$ cat config.mk
export PLATFORM = sky130hd
export DESIGN_NAME = port_tx_engine
export DESIGN_NICKNAME = d
export VERILOG_FILES = /design/src/rtl/packet_pkg.sv /design/src/rtl/tx_desc_fifo.sv /design/src/rtl/port_tx_engine.sv
export SDC_FILE = /design/constraint.sdc
export NUM_CORES = 1
export LEC_CHECK = 0
export BUFFER_PORTS_ARGS = -buffer_cell sky130_fd_sc_hd__buf_4
export CAP_MARGIN = 20
export CELL_PAD_IN_SITES_DETAIL_PLACEMENT = 1
export CELL_PAD_IN_SITES_GLOBAL_PLACEMENT = 1
export CORE_ASPECT_RATIO = 1.5
export CORE_MARGIN = 2
export CORE_UTILIZATION = 48
export CTS_CLUSTER_DIAMETER = 150
export DETAILED_ROUTE_END_ITERATION = 12
export GPL_TIMING_DRIVEN = 0
export PLACE_DENSITY_LB_ADDON = 0.1
export SLEW_MARGIN = 40
export SYNTH_ARGS = -nofsm -noshare
export SYNTH_HDL_FRONTEND = slang
export SYNTH_SLANG_ARGS = --single-unit
$ cat constraint.sdc
create_clock -name clk -period 5.6 [get_ports clk]
set_input_delay 0.56 -clock clk [delete_from_list [all_inputs] [get_ports clk]]
set_output_delay 0.56 -clock clk [all_outputs]
set_load 0.1 [all_outputs]
$ cat src/rtl/packet_pkg.sv
// Shared types for the port transmit engine: FSM states, queued descriptor,
// packet field layout and saturating/popcount helpers.
package packet_pkg;

    localparam int PACKET_WIDTH = 16;
    localparam int SRC_LSB      = 0;
    localparam int TGT_LSB      = 4;
    localparam int DATA_LSB     = 8;

    typedef enum logic [1:0] {
        IDLE    = 2'd0,
        SEND    = 2'd1,
        BACKOFF = 2'd2,
        DROP    = 2'd3
    } tx_state_t;

    typedef struct packed {
        logic [3:0] target;
        logic [7:0] data;
    } tx_desc_t;

    // Counter add that sticks at all-ones instead of wrapping.
    function automatic logic [15:0] sat_add16(input logic [15:0] a, input logic [15:0] b);
        logic [16:0] sum;
        sum = {1'b0, a} + {1'b0, b};
        if (sum[16]) begin
            return 16'hFFFF;
        end else begin
            return sum[15:0];
        end
    endfunction

    function automatic logic [2:0] popcount4(input logic [3:0] v);
        return {2'b00, v[0]} + {2'b00, v[1]} + {2'b00, v[2]} + {2'b00, v[3]};
    endfunction

endpackage

$ cat src/rtl/tx_desc_fifo.sv
// Descriptor queue for port_tx_engine; DEPTH must be a power of two so the
// pointers wrap naturally.
module tx_desc_fifo
    import packet_pkg::*;
#(
    parameter int DEPTH = 4
) (
    input  logic     clk,
    input  logic     rst,
    input  logic     push,
    input  logic     pop,
    input  tx_desc_t wr_desc,
    output tx_desc_t rd_desc,
    output logic     full,
    output logic     empty
);

    localparam int AW = (DEPTH > 1) ? $clog2(DEPTH) : 1;
    localparam logic [AW:0] DEPTH_CNT = (AW + 1)'(DEPTH);

    tx_desc_t        mem_r [DEPTH];
    logic [AW-1:0]   wr_ptr_r;
    logic [AW-1:0]   rd_ptr_r;
    logic [AW:0]     count_r;
    logic            do_push_s;
    logic            do_pop_s;

    assign full      = (count_r == DEPTH_CNT);
    assign empty     = (count_r == {(AW + 1){1'b0}});
    assign do_push_s = push && !full;
    assign do_pop_s  = pop && !empty;
    assign rd_desc   = mem_r[rd_ptr_r];

    // Storage array carries no reset; only valid entries are ever read.
    always_ff @(posedge clk) begin
        if (do_push_s) begin
            mem_r[wr_ptr_r] <= wr_desc;
        end
    end

    // Pointers and occupancy; simultaneous push and pop leave count unchanged.
    always_ff @(posedge clk) begin
        if (rst) begin
            wr_ptr_r <= {AW{1'b0}};
            rd_ptr_r <= {AW{1'b0}};
            count_r  <= {(AW + 1){1'b0}};
        end else begin
            if (do_push_s) begin
                wr_ptr_r <= wr_ptr_r + {{(AW - 1){1'b0}}, 1'b1};
            end
            if (do_pop_s) begin
                rd_ptr_r <= rd_ptr_r + {{(AW - 1){1'b0}}, 1'b1};
            end
            case ({do_push_s, do_pop_s})
                2'b10:   count_r <= count_r + {{AW{1'b0}}, 1'b1};
                2'b01:   count_r <= count_r - {{AW{1'b0}}, 1'b1};
                default: count_r <= count_r;
            endcase
        end
    end

endmodule

$ cat src/rtl/port_tx_engine.sv
// Per-port transmit engine: queues descriptors and drives them into a switch
// input with retry/backoff/drop. Define PORT_TX_STATS_EN to build sent/drop counters.
module port_tx_engine
    import packet_pkg::*;
#(
    parameter int unsigned PORT_ID     = 0,
    parameter int          QDEPTH      = 4,
    parameter int          MAX_RETRY   = 8,
    parameter int          BACKOFF_CYC = 2
) (
    input  logic        clk,
    input  logic        rst,
    input  logic        req_valid,
    output logic        req_ready,
    input  logic [3:0]  req_target,
    input  logic [7:0]  req_data,
    output logic        tx_valid,
    output logic [3:0]  tx_source,
    output logic [3:0]  tx_target,
    output logic [7:0]  tx_data,
    input  logic        tx_full,
    output logic        busy,
    output logic [15:0] sent_cnt,
    output logic [15:0] drop_cnt
);

    localparam logic [7:0] RETRY_LIMIT = 8'(MAX_RETRY);
    localparam logic [3:0] BO_LAST     = (BACKOFF_CYC > 0) ? 4'(BACKOFF_CYC - 1) : 4'd0;
    localparam logic [3:0] SRC_ID      = 4'(PORT_ID);

    tx_state_t         state_r;
    tx_state_t         state_s;
    logic [7:0]        retry_r;
    logic [7:0]        retry_s;
    logic [3:0]        bo_r;
    logic [3:0]        bo_s;
    tx_desc_t          cur_desc_r;
    tx_desc_t          cur_desc_s;
    tx_desc_t          wr_desc_s;
    tx_desc_t          head_s;
    logic              pop_s;
    logic              push_s;
    logic              fifo_full_s;
    logic              fifo_empty_s;
    logic              accept_s;
    logic              drop_s;
    logic              send_next_s;
    logic              tx_valid_r;
    logic [3:0]        tx_target_r;
    logic [7:0]        tx_data_r;
    logic [PACKET_WIDTH-1:0] pkt_s;

    assign req_ready        = !rst && !fifo_full_s;
    assign push_s           = req_valid && req_ready;
    assign wr_desc_s.target = req_target;
    assign wr_desc_s.data   = req_data;
    assign busy             = !rst && (!fifo_empty_s || (state_r != IDLE));

    tx_desc_fifo #(
        .DEPTH (QDEPTH)
    ) u_fifo (
        .clk     (clk),
        .rst     (rst),
        .push    (push_s),
        .pop     (pop_s),
        .wr_desc (wr_desc_s),
        .rd_desc (head_s),
        .full    (fifo_full_s),
        .empty   (fifo_empty_s)
    );

    // Next-state, retry/backoff bookkeeping and descriptor capture.
    always_comb begin
        state_s    = state_r;
        retry_s    = retry_r;
        bo_s       = bo_r;
        cur_desc_s = cur_desc_r;
        pop_s      = 1'b0;
        accept_s   = 1'b0;
        drop_s     = 1'b0;
        case (state_r)
            IDLE: begin
                if (!fifo_empty_s) begin
                    pop_s      = 1'b1;
                    retry_s    = 8'd0;
                    cur_desc_s = head_s;
                    // Target-less descriptors are swallowed without transmitting.
                    if (head_s.target != 4'd0) begin
                        state_s = SEND;
                    end else begin
                        state_s = IDLE;
                    end
                end else begin
                    state_s = IDLE;
                end
            end
            SEND: begin
                if (!tx_full) begin
                    accept_s = 1'b1;
                    state_s  = IDLE;
                end else begin
                    retry_s = retry_r + 8'd1;
                    bo_s    = 4'd0;
                    if (retry_s == RETRY_LIMIT) begin
                        state_s = DROP;
                    end else if (BACKOFF_CYC == 0) begin
                        state_s = SEND;
                    end else begin
                        state_s = BACKOFF;
                    end
                end
            end
            BACKOFF: begin
                if (bo_r == BO_LAST) begin
                    state_s = SEND;
                end else begin
                    bo_s    = bo_r + 4'd1;
                    state_s = BACKOFF;
                end
            end
            DROP: begin
                drop_s  = 1'b1;
                state_s = IDLE;
            end
            default: begin
                state_s = IDLE;
            end
        endcase
    end

    assign send_next_s = (state_s == SEND);

    // State and registered switch-side outputs, zeroed outside SEND.
    always_ff @(posedge clk) begin
        if (rst) begin
            state_r     <= IDLE;
            retry_r     <= 8'd0;
            bo_r        <= 4'd0;
            cur_desc_r  <= '0;
            tx_valid_r  <= 1'b0;
            tx_target_r <= 4'd0;
            tx_data_r   <= 8'd0;
        end else begin
            state_r     <= state_s;
            retry_r     <= retry_s;
            bo_r        <= bo_s;
            cur_desc_r  <= cur_desc_s;
            tx_valid_r  <= send_next_s;
            tx_target_r <= send_next_s ? cur_desc_s.target : 4'd0;
            tx_data_r   <= send_next_s ? cur_desc_s.data : 8'd0;
        end
    end

    assign pkt_s     = {tx_data_r, tx_target_r, SRC_ID};
    assign tx_valid  = tx_valid_r;
    assign tx_source = pkt_s[SRC_LSB +: 4];
    assign tx_target = pkt_s[TGT_LSB +: 4];
    assign tx_data   = pkt_s[DATA_LSB +: 8];

`ifdef PORT_TX_STATS_EN
    logic [15:0] sent_r;
    logic [15:0] drop_r;

    // Saturating statistics; drops are weighted by the number of targets lost.
    always_ff @(posedge clk) begin
        if (rst) begin
            sent_r <= 16'd0;
            drop_r <= 16'd0;
        end else begin
            if (accept_s) begin
                sent_r <= sat_add16(sent_r, 16'd1);
            end
            if (drop_s) begin
                drop_r <= sat_add16(drop_r, {13'd0, popcount4(cur_desc_r.target)});
            end
        end
    end

    assign sent_cnt = sent_r;
    assign drop_cnt = drop_r;
`else
    logic unused_stats_s;
    assign unused_stats_s = accept_s ^ drop_s;
    assign sent_cnt       = 16'd0;
    assign drop_cnt       = 16'd0;
`endif

endmodule

# Yosys cells after proc, flatten, opt, wreduce, memory -nomap -nowiden
# Memory sizes are Yosys's and may differ from the RTL's. A register that Yosys moved wholly into a read port is not among the register bits.
# Index checks and enable logic that the tools add are counted.
[classes]
eq_ne = 12
n_reduce_logical = 19
n_bitwise = 1
addsub = 6
mux = 21
[op_table]
columns = ["cell", "count"]
rows = [
  ["$mux 12", 2],
  ["$mux 8", 2],
  ["$pmux 8 s2", 1],
  ["$mux 2", 5],
  ["$add 8x1->8 const B", 1],
  ["$eq 8x4->1 const B", 1],
  ["$mux 4", 2],
  ["$pmux 2 s4", 1],
  ["$pmux 4 s2", 1],
  ["$reduce_bool 2->1", 4],
  ["$eq 2x1->1 const B", 3],
  ["$eq 2x2->1 const B", 3],
  ["$mux 1", 6],
  ["$ne 2x2->1 const B", 3],
  ["$pmux 3 s2", 1],
  ["$reduce_and 3->1", 2],
  ["$logic_and 1x1->1", 5],
  ["$add 2x1->2 const B", 2],
  ["$add 4x1->4 const B", 1],
  ["$eq 4x1->1 const B", 1],
  ["$reduce_bool 4->1", 1],
  ["$add 3x1->3 const B", 1],
  ["$eq 3x3->1 const B", 1],
  ["$logic_not 1->1", 3],
  ["6 further kinds", 6],
]
[totals]
input_bits = 16
wordCells = 71
output_inout_bits = 51
mem_count = 1
regBits = 46
mem_bits_rw = 48
[mem_list]
columns = ["memory", "depth", "width", "read_ports", "rd_ports_with_merged_regs", "write_ports", "line_no", "text"]
rows = [
  ["u_fifo.mem_r", 4, 12, 1, 1, 1, "tx_desc_fifo.sv:21", "tx_desc_t mem_r [DEPTH];"],
]

# Longest topological paths before layout
[depth]
word_depth = 8
mapped_depth = 10
mapped_depth_nobuf = 9

# Hierarchy
# Synthesis repeated with hierarchy kept, for this count alone.
[hier_totals]
cells_unflattened = 315
area_unflattened_um2 = 4067.7
[modules_own_cells]
columns = ["mod", "cells_each", "area_each_um2", "n_inst"]
rows = [
  ["tx_desc_fifo", 116, 2238.4, 1],
  ["port_tx_engine", 199, 1829.3, 1],
]

# Least setup slack after synthesis
# Ideal clock, no wire load.
[synth_timing]
kind = "input to output"
start = "input rst"
end = "output req_ready"
stages = 3
required_ns = 5.040
arrival_ns = 2.422
setup_slack_ns = 2.618
n_path_buf = 2
path_cell_list = "clkbuf_1 buf_1 a21oi_1"
[synth_between]
elab_chain_len = 2
[synth_lines]
columns = ["element", "line_no", "text"]
rows = [
  ["start: declaration", "port_tx_engine.sv:12", "input logic rst,"],
  ["$logic_not 1->1", "port_tx_engine.sv:53", "assign req_ready = !rst && !fifo_full_s;"],
  ["$logic_and 1x1->1", "port_tx_engine.sv:53", ""],
  ["end: declaration", "port_tx_engine.sv:14", "output logic req_ready,"],
]
# No other way between the ends.

# Worst setup path after layout
[layout_timing]
start = "register u_fifo.count_r[2]"
end = "register u_fifo.count_r[2]"
[layout_between]
elab_cells_between_ends = 16
classes_between = "add/sub: 2; eq/ne: 3; mux: 3; reduce/logical: 8"
[layout_lines]
columns = ["element", "line_no", "text"]
rows = [
  ["start: declaration", "tx_desc_fifo.sv:24", "logic [AW:0] count_r;"],
  ["start signal: assignment", "tx_desc_fifo.sv:46", "count_r <= {(AW + 1){1'b0}};"],
  ["start signal: assignment", "tx_desc_fifo.sv:55", "2'b10: count_r <= count_r + {{AW{1'b0}}, 1'b1};"],
  ["start signal: assignment", "tx_desc_fifo.sv:56", "2'b01: count_r <= count_r - {{AW{1'b0}}, 1'b1};"],
  ["$logic_not 3->1 (*)", "tx_desc_fifo.sv:29", "assign empty = (count_r == {(AW + 1){1'b0}});"],
  ["$mux 1", "port_tx_engine.sv:83", "if (!fifo_empty_s) begin"],
  ["$mux 1", "port_tx_engine.sv:81", "case (state_r)"],
  ["$logic_and 1x1->1 (*)", "tx_desc_fifo.sv:31", "assign do_pop_s = pop && !empty;"],
  ["via u_fifo.do_pop_s", "tx_desc_fifo.sv:26", "logic do_pop_s;"],
  ["$eq 2x1->1 / $eq 2x2->1 (equally long branches)", "tx_desc_fifo.sv:54", "case ({do_push_s, do_pop_s})"],
  ["$pmux 3 s2 / $reduce_bool 2->1 (equally long branches)", "--", ""],
]
# Mark *: on every way through the listed nets, which the timed path passes. The rest lies on a longest branch.
# A chain may end at the register's enable or synchronous reset.

==> reports/summary.txt <==
Avg Vias per Cell: 4.97
Largest net degree at the start of global routing: 19
Final worst slack: 3.03 ns
Post-CTS Setup Inserts: 0
Syn Area/Cell: 12.8 um2
CTS Root Buffer Type: clkbuf_16
DR WL/cell: 16.5 um
Synth Instances: 317
CP startpoint kind: register
Die Wd: 79.1 um
Yosys warning count: 0
Clk Latency, worst-skew pair: 0.34 ns
Fin. Hold Viols: 0
Synthesized cell area: 0.00406 mm2
Final setup vio count: 0
Die Ht: 117 um
H-tree Lvls: 3
Maximum vdd drop: 0.000319 V
Total I/O pin count: 67
Count of pins over their slew limit: 0
Die area: 0.00922 mm2
Diode count: 0
First-pass GRT wire length: 13.2 mm
Sequential cell area: 0.00240 mm2
Critical Path AT: 2.85 ns
Final worst-path cycle share: 46.0%
DRC viols: 0
CTS Buf Count: 9
DR iter-0 viols: 96
CTS Hold Buffers Added: 0
CP max FO: 10
Clk_skew: 0.00680 ns
Area of the multi-input gates: 0.00141 mm2
Pwr Density: 500 mW/mm2
FP Rows: 41
Critical Path End Type: register
Overall routing resource usage: 19.5%
Fillers: 874
Layout cells sized above 1: 23.6%
Setup WS pre-CTS: 2.57 ns
NumNets Final: 419
Reg power frac: 36.8%
Unrepaired setup endpoints after global routing: no
Final wirelength: 8.34 mm
Fin cells: 505
Util after Layout: 58.5%
Placed cells: 489
Hold WC Path Type: in -> reg
Comb power frac: 37.1%
Core ar.: 0.00831 mm2
Initial antenna violation count: 0
Initial Util: 48.8%
Relative slew slack: 52.9%
Fin Setup TNS: 0 ns
IO buf count: 30
Clock slew at reported path FFs: 0.07 ns
Max frequency: 388 MHz
RD Place Congestion: 0.742
FF-to-FF path depth: 10
Critical path type: reg -> reg
TritonRoute pass-1 iters: 5
Post-DP HPWL: 6.04 mm
Hold Path Depth: 1
Fin crit period: 2.57 ns
Grt total ovfl: 0
TritonCTS clock tree: done
Register area share after synthesis: 59.2%
Switching Share: 39.5%
Worst hold slack: 0.414 ns
Max-cap violations: 0
# resized after CTS: 0
Library cells used by synthesis: 43
Yosys reg bits: 96
Clock power frac: 26.1%
Internal power: 1470 uW
Outcome: finished clean
Clock Sinks: 96
Total number of vias: 2510
Leakage: 0.00204 uW
Final antenna-violating net count: 0
Slew @ Worst Pin: 0.706 ns
CTS Buffer Depth: 2
Worst EP required: 5.87 ns
Vias in the first global route: 2585
Syn-to-layout area delta: 19.9%
NetSw: 961 uW
==> worst max-delay path, cell delays in order (launching register included) <==
cell and delay (ns):
dfxtp_1 0.35, or3_1 0.47, nand2_1 0.34, buf_4 0.28, inv_1 0.06, ha_1 0.22
inv_1 0.08, fa_1 0.18, xor2_1 0.07, or3_1 0.31, a21oi_1 0.13
==> path summary, 6_finish.rpt <==
check	startpoint	end	slack, ns
setup / recovery	u_fifo.count_r[2]	u_fifo.count_r[2]	3.03
hold / removal	req_data[0]	u_fifo.mem_r[2][0]	0.41
setup reg to reg	u_fifo.count_r[2]	u_fifo.count_r[2]	3.03
hold reg to reg	cur_desc_r[11]	tx_target[3]	0.50
==> power groups by stage <==
stage                     Clock (uW)  Combinational (uW)  Sequential [uW]
final                            634                 904              895
after global routing             677                 969              907
after CTS                        647                 911              896
after detailed placement           0                 906              911
after global placement             0                 873              903
after floorplan                    0                 579             1040
==> registers in the layout, indices dropped and copies added, names as in the netlist, 3 cells and up, named ones only <==
register and flops:
tx_target 4, u_fifo.mem_r 48, retry_r 8, bo_r 4, cur_desc_r 12, u_fifo.count_r 3
tx_data 8
==> cells by family (layout without fill, tap and decap cells) <==
family,Yosys count,after routing,synth area share (%)
mux,26,26,11.1
buf+inv,60,106,9.37
flops,96,96,59.2
simple gates,84,84,10.4
xor+xnor,8,8,1.73
compound gates,32,32,4.84
other cells,1,36,0.0924
fa+ha+maj,10,10,3.27
==> per-stage QoR <==
stage / area [um2] / total power, uW
6_report: 4860 / 2430
5_1_grt: 4860 / 2550
4_1_cts: 4860 / 2450
3_5_place_dp: 4550 / 1820
3_3_place_gp: 4550 / 1780
2_1_floorplan: 4190 / 1620
==> layout by cell type (no fill, tap or decap), drive strengths merged, types with 2 or more instances in the layout <==
master / Yosys / layout
clkbuf: 7 / 16
nor3: 4 / 4
xnor2: 2 / 2
nor2b: 2 / 2
and3: 2 / 2
nand4: 2 / 2
mux4: 12 / 12
buf: 42 / 72
nor2: 40 / 40
o31ai: 2 / 2
xor2: 6 / 6
a21oi: 16 / 16
nand3: 6 / 6
nand3b: 4 / 4
a31oi: 2 / 2
and2: 4 / 4
mux2i: 14 / 14
inv: 11 / 16
nand2: 7 / 7
o21ai: 7 / 7
or3: 4 / 4
dfxtp: 48 / 48
ha: 9 / 9
edfxtp: 48 / 48
or2: 2 / 2
conb: 1 / 36
==> Yosys cell counts <==
cell | number | area (um2)
dfxtp_1 | 48 | 961
edfxtp_1 | 48 | 1440
nor2_1 | 40 | 150
buf_4 | 37 | 278
a21oi_1 | 16 | 80.1
mux2i_1 | 14 | 140
inv_1 | 11 | 41.3
mux4_1 | 11 | 289
ha_1 | 9 | 113
clkbuf_1 | 7 | 26.3
nand2_1 | 7 | 26.3
o21ai_0 | 7 | 35.0
nand3_1 | 6 | 30.0
xor2_1 | 6 | 52.6
and2_1 | 4 | 25.0
nand3b_1 | 4 | 30.0
nor3_1 | 4 | 20.0
or3_1 | 4 | 25.0
a31oi_1 | 2 | 12.5
and3_1 | 2 | 12.5
buf_1 | 2 | 7.51
buf_6 | 2 | 22.5
nand4_1 | 2 | 12.5
nor2b_1 | 2 | 12.5
o31ai_1 | 2 | 15.0
or2_2 | 2 | 12.5
xnor2_1 | 2 | 17.5
a211oi_1 | 1 | 7.51
a41o_1 | 1 | 10.0
a41oi_1 | 1 | 8.76
and3b_1 | 1 | 8.76
and4_1 | 1 | 8.76
and4b_1 | 1 | 10.0
buf_2 | 1 | 5.00
conb_1 | 1 | 3.75
fa_1 | 1 | 20.0
mux4_2 | 1 | 22.5
nand2b_1 | 1 | 6.26
nor4_2 | 1 | 12.5
nor4b_1 | 1 | 8.76
o32a_2 | 1 | 11.3
o41ai_2 | 1 | 16.3
or3b_2 | 1 | 8.76
==> layout make-up <==
cell class                      instances  area share (%)
Multi-Input combinational cell        196            29.0
Clock buffer                            9            4.63
Buffer                                 49            6.97
Tap cell                              107            2.75
Sequential cell                        96            49.4
Timing Repair Buffer                   30            4.63
Clock inverter                          7            1.75
Inverter                               11           0.849
==> routing by layer <==
layer / vias up / track usage [%] / share of wire, %
met1: 1228 / 21.4 / 39
met4: 0 / 8.51 / 2.1
li1: 1217 / - / -
met3: 11 / 4.02 / 3.5
met5: - / 0 / 0
met2: 54 / 36.1 / 56
Power figures use the tool's default switching activity.
